## src/rtl/instr_fetch_ctrl.sv

```systemverilog
// instr_fetch_ctrl: instruction fetch sequencer with a small prefetch queue.
// Owns the program counter, issues one word read per cycle while the queue
// has room, and hands instructions to decode over a valid/ready handshake.
// Branch redirects flush the queue and reload the PC. A halt request
// suppresses new issues while already queued entries keep draining.
// Optional build macro IFETCH_STALL_CNT_EN adds the stall_cnt output, which
// counts cycles lost to a full queue.
module instr_fetch_ctrl #(
  parameter int          DEPTH    = 2,
  parameter logic [31:0] RESET_PC = 32'h0000_0000
) (
  input  logic        clk,
  input  logic        rst,
  output logic [31:0] mem_addr,
  output logic        mem_rd_en,
  input  logic [31:0] mem_instr,
  input  logic        redirect,
  input  logic [31:0] redirect_pc,
  input  logic        halt,
  output logic [31:0] instr_out,
  output logic [31:0] instr_pc,
  output logic        instr_vld,
  input  logic        instr_rdy
`ifdef IFETCH_STALL_CNT_EN
  ,
  output logic [31:0] stall_cnt
`endif
);

  localparam int PTR_W = $clog2(DEPTH);
  localparam int CNT_W = PTR_W + 1;

  typedef enum logic [1:0] {
    IDLE  = 2'd0,
    FETCH = 2'd1,
    HALT  = 2'd2
  } state_t;

  state_t             state_q;
  state_t             state_d;
  logic [31:0]        pc_q;
  logic [PTR_W-1:0]   head_q;
  logic [PTR_W-1:0]   tail_q;
  logic [CNT_W-1:0]   count_q;
  logic [31:0]        q_instr [DEPTH];
  logic [31:0]        q_pc    [DEPTH];

  logic               full;
  logic               pop;
  logic               issue;
  logic               push;

  assign full      = (count_q == CNT_W'(DEPTH));
  assign instr_vld = (count_q != '0);
  assign pop       = instr_vld & instr_rdy;
  // A pop frees a slot on the same edge, so a full queue can still issue.
  assign issue     = (state_q == FETCH) & ~halt & (~full | pop);
  // A redirect discards whatever was issued in its cycle.
  assign push      = issue & ~redirect;

  // Head entry is driven from queue registers; invalid head reads as zero.
  assign instr_out = instr_vld ? q_instr[head_q] : '0;
  assign instr_pc  = instr_vld ? q_pc[head_q]    : '0;

  // State register.
  always_ff @(posedge clk or posedge rst) begin
    if (rst) begin
      state_q <= IDLE;
    end else begin
      state_q <= state_d;
    end
  end

  // Next-state logic; redirect never changes state.
  always_comb begin
    state_d = state_q;
    case (state_q)
      IDLE:    state_d = halt ? HALT : FETCH;
      FETCH:   state_d = halt ? HALT : FETCH;
      HALT:    state_d = halt ? HALT : FETCH;
      default: state_d = IDLE;
    endcase
  end

  // Memory-side outputs: the address is always the PC register.
  always_comb begin
    mem_rd_en = issue;
    mem_addr  = pc_q;
  end

  // PC and queue bookkeeping; redirect flushes and reloads the PC.
  always_ff @(posedge clk or posedge rst) begin
    if (rst) begin
      pc_q    <= RESET_PC;
      head_q  <= '0;
      tail_q  <= '0;
      count_q <= '0;
    end else if (redirect) begin
      pc_q    <= redirect_pc;
      head_q  <= '0;
      tail_q  <= '0;
      count_q <= '0;
    end else begin
      if (push) begin
        pc_q   <= pc_q + 32'd1;
        tail_q <= tail_q + PTR_W'(1);
      end
      if (pop) begin
        head_q <= head_q + PTR_W'(1);
      end
      case ({push, pop})
        2'b10:   count_q <= count_q + CNT_W'(1);
        2'b01:   count_q <= count_q - CNT_W'(1);
        default: count_q <= count_q;
      endcase
    end
  end

  // Queue storage: data only, validity is carried by count_q.
  always_ff @(posedge clk) begin
    if (push) begin
      q_instr[tail_q] <= mem_instr;
      q_pc[tail_q]    <= pc_q;
    end
  end

`ifdef IFETCH_STALL_CNT_EN
  logic stall;

  assign stall = (state_q == FETCH) & ~halt & full & ~pop;

  // Saturating count of cycles where fetch was blocked by a full queue.
  always_ff @(posedge clk or posedge rst) begin
    if (rst) begin
      stall_cnt <= '0;
    end else if (stall && (stall_cnt != 32'hFFFF_FFFF)) begin
      stall_cnt <= stall_cnt + 32'd1;
    end
  end
`endif

endmodule

```

## config.mk

```make
export PLATFORM = sky130hd
export DESIGN_NAME = instr_fetch_ctrl
export DESIGN_NICKNAME = d
export VERILOG_FILES = /design/src/rtl/instr_fetch_ctrl.sv
export SDC_FILE = /design/constraint.sdc
export NUM_CORES = 1
export LEC_CHECK = 0
export CAP_MARGIN = 20
export CORE_MARGIN = 3
export CORE_UTILIZATION = 40
export DETAILED_ROUTE_END_ITERATION = 8
export GPL_TIMING_DRIVEN = 0
export PLACE_DENSITY = 0.71
export RECOVER_POWER = 50
export REMOVE_ABC_BUFFERS = 1
export SYNTH_ARGS = -nofsm -noshare
export SYNTH_HDL_FRONTEND = slang
export SYNTH_SLANG_ARGS = --single-unit
```

## constraint.sdc

```tcl
create_clock -name clk -period 16.8 [get_ports clk]
set_input_delay 3.36 -clock clk [delete_from_list [all_inputs] [get_ports clk]]
set_output_delay 3.36 -clock clk [all_outputs]
set_load 0.005 [all_outputs]
```

==> out/results.txt <==
At the pin with the least slew margin, the transition time is 1540 ps. The count of pins over their slew limit came out at 39. The congestion estimate from routability-driven global placement came to 0.751. The initial standard-cell utilization of the core is 41.0%, and the detailed-router iteration count before antenna repair is 5. Setup repair after global routing left no endpoint under its margin. After clock tree synthesis, the repair step resized 0 gates. After layout, the minimum clock period comes to 8880 ps. Counting flops and latches in the post-synthesis netlist gives 166. Summed over all nets, the half-perimeter wirelength after detailed placement is 11300 um.

At the end of the flow, the number of nets in the layout was 778. The initial antenna violation count is 0. The H-tree generated during clock tree synthesis spans 4 levels. The run gives 0 ps as the setup TNS. For the number of global-route vias before repair, the log shows 5037. For the register-to-register path setup slack, the log shows 14050 ps. The min-delay analysis places its worst path in the category reg -> reg.

The count of max-cap constraint violations was 1. Sequential elements use 67.4% of the synthesized area. The floorplan has 48 rows. The final layout contains routed wiring with a total length of 16800 um. The average size of a mapped cell was 13.1 sq um. The arrival time of the worst setup path came out at 5520 ps. The highest cell delay on the worst timing path was 650 ps. The final-report hold violation count was 0; the number of buffers added on ports was 166. Among all flip-flop cells after synthesis, the most frequent one is edfxtp_1.

The maximum clock frequency came out at 0.113 GHz. The worst hold path begins at state_q[0]. The number of cells on the worst hold path works out to 1. The clock passes through at most 2 buffers. The share of cells above drive strength 1 was 6.67%; the vertical die dimension was 139 um. Global routing consumed, over all layers together, 17.3% of the routing resources. In the detailed route, the total length drawn on met3 is 905 um. The post-detailed-route via-to-cell ratio is 5.31, and the overall die width is 139 um. The signal on the critical path passes through dlygate4sd3_1 -> or3b_2 -> nand2b_1 -> inv_1 -> clkdlybuf4s50_1. The highest layer touched by signal routing is met4.

Buffers added to address setup during post-CTS repair amount to 0. The run gives 26800 um as the global-route wire length before repair. For this design, the CTS-stage hold fixing added 0 buffers.

For the mapped cell area, the log shows 7110 sq um. In the final routed layout, each cell accounts on average for 17.8 um. The run finished, with violations left. The worst setup path is of the in -> out kind. Setup violations remaining at the end of the flow were counted as 0.

The met2 layer wire length in the routed design is 8450 um. The number of routed nets with antenna violations is 0. Counting flops with an async set or reset pin after synthesis yields a share of 22.9%. Counting cells, the worst reg-to-reg path comes to 6. Summing over every cut layer, the via total after detailed routing is 5015. Across the VDD grid, the largest voltage drop is 0.0000696 V. Clock latency on the worst-skew pair, taken at its later pin, is 420 ps.

Of all nets on the critical path, the largest fanout is 8. The filler cells instantiated in the layout total 1425. Cell with the biggest individual delay on the critical path: dlygate4sd3_1. Setup slack on the critical path of the routed design comes to 7920 ps. Dividing total power by cell area gives a power density of 97.4 nW/um^2.

The die covers 19400 sq um. The tools report the number of placed I/O pins as 167. At the worst endpoint, the required time is 13440 ps. In this run the clock root is driven by a clkbuf_16.

Worst hold slack: 522 ps. The checks that failed: max-capacitance violations, max-slew violations. The Yosys step of the flow raised 0 warnings. The synthesized design contains 128 enable-type register cells. For this run, the share of the core covered by cells in the final layout is 56.0%. The maximum number of pins on one net before global-route repair was 39. The top cell types in the final layout, fill and taps aside, are edfxtp_1 (128), clkdlybuf4s50_1 (98), nor2_1 (88), dlygate4sd3_1 (68), mux2i_1 (66). In this run the critical register-to-register path is captured at q_instr[0][3].

The run gives 0 as the count of unresolved DRC violations after routing. Relative area change from synthesis to final layout: 36.7%. The worst setup timing slack at the placement stage is 8010 ps, and the clock slew seen by the registers of the worst setup and hold paths is 70 ps.

The cell count after synthesis came out at 542. The region available for standard cell placement spans 17400 sq um. The remaining global-route overflow is 0. The endpoint type of the worst setup path is a primary output.

The path with the worst hold slack has its endpoint at state_q[0]. STA classifies the critical path startpoint as an input port. TritonCTS built the clock tree. The normalized max-slew margin is -2.92%, and the number of antenna repair diodes is 0. The worst register-to-register path begins at state_q[1].

The total CTS buffers is 17. The most common cell after layout, fill and taps aside is edfxtp_1. The run gives 166 as the number of clock sinks. For the final database, setup skew stands at 12.3 ps. The count of unique library cells instantiated by Yosys was 48; the cell leakage power was 3.20 nW. The period utilization is 52.8%.

The detailed router finished its first iteration with 198 violations. The detailed-routing wirelength on met1 was 7290 um.
-- metal layers --
metal	vias to the layer above	GRT usage, %
met2	167	29.8
met4	0	5.25
met5	-	0
met3	18	3.40
met1	2436	22.2
li1	2394	-
-- critical path, delay by kind of cell --
family / cells / cell delay [ps]
buffers and inverters: 3 / 1230
AND/OR/NAND/NOR: 2 / 920
-- kinds of logic after synthesis --
| logic type | Yosys count | synth area share (%) |
|---|---|---|
| AO/OA/AOI/OAI | 59 | 5.54 |
| XOR/XNOR | 10 | 1.23 |
| adder cells (fa/ha/maj) | 1 | 0.176 |
| buffers and inverters | 38 | 2.15 |
| flip-flops | 166 | 67.4 |
| multiplexers | 66 | 9.29 |
| AND/OR/NAND/NOR | 202 | 14.2 |
-- cell usage after synthesis, types with 2 or more instances --
| master | number | area, sq um |
|---|---|---|
| edfxtp_1 | 128 | 3840 |
| nor2_1 | 89 | 334 |
| mux2i_1 | 66 | 661 |
| dfrtp_1 | 38 | 951 |
| nand2_1 | 32 | 120 |
| clkbuf_1 | 22 | 82.6 |
| or4_1 | 22 | 165 |
| a31oi_1 | 19 | 119 |
| o31ai_1 | 15 | 113 |
| nand3_1 | 13 | 65.1 |
| o21ai_0 | 11 | 55.1 |
| nand4_1 | 10 | 62.6 |
| inv_1 | 7 | 26.3 |
| xor2_1 | 6 | 52.6 |
| buf_1 | 5 | 18.8 |
| nor4_1 | 5 | 31.3 |
| or3_1 | 5 | 31.3 |
| nor3_1 | 4 | 20.0 |
| xnor2_1 | 4 | 35.0 |
| and3_1 | 3 | 18.8 |
| and4_1 | 3 | 26.3 |
| o211ai_1 | 3 | 22.5 |
| a21oi_1 | 2 | 10.0 |
| and2_1 | 2 | 12.5 |
| buf_2 | 2 | 10.0 |
| nor2b_1 | 2 | 12.5 |
| o41ai_1 | 2 | 17.5 |
| or4b_1 | 2 | 20.0 |
-- stage by stage --
stage,instance area [sq um],std cells,total power [W]
after floorplan,6990,512,0.000514
after global placement,8930,903,0.000569
after detailed placement,9120,913,0.000572
after CTS,9710,944,0.000962
after global routing,9720,945,0.000983
final,9720,945,0.000946
-- layout make-up --
class	count	area, sq um	share of cell area (%)
Timing Repair Buffer	177	1840	18.9
Inverter	8	30.0	0.309
Multi-Input combinational cell	338	2180	22.4
Clock inverter	14	166	1.71
Clock buffer	17	425	4.38
Sequential cell	166	4800	49.4
Tap cell	225	282	2.90
-- power by group --
part / switching (W) / internal [W]
sequential: 0.0000188 / 0.000458
clock: 0.000166 / 0.000222
combinational: 0.0000360 / 0.0000459
-- flip-flops by register name, indices dropped and copies added (netlist names) --
signal    cells
state_q       2
head_q        1
count_q       2
q_pc         64
mem_addr     32
tail_q        1
q_instr      64
-- worst max-delay path by stage --
stage	slack, ps	end	cells past startpoint	startpoint
floorplan	7720	q_instr[0][0]	3	halt
global placement	4450	q_instr[0][9]	4	halt
detailed placement	8010	mem_rd_en	5	instr_rdy
CTS	7990	mem_rd_en	5	instr_rdy
global route	7830	mem_rd_en	5	halt
finish	7920	mem_rd_en	5	instr_rdy
(Power assumes the default switching activity.)
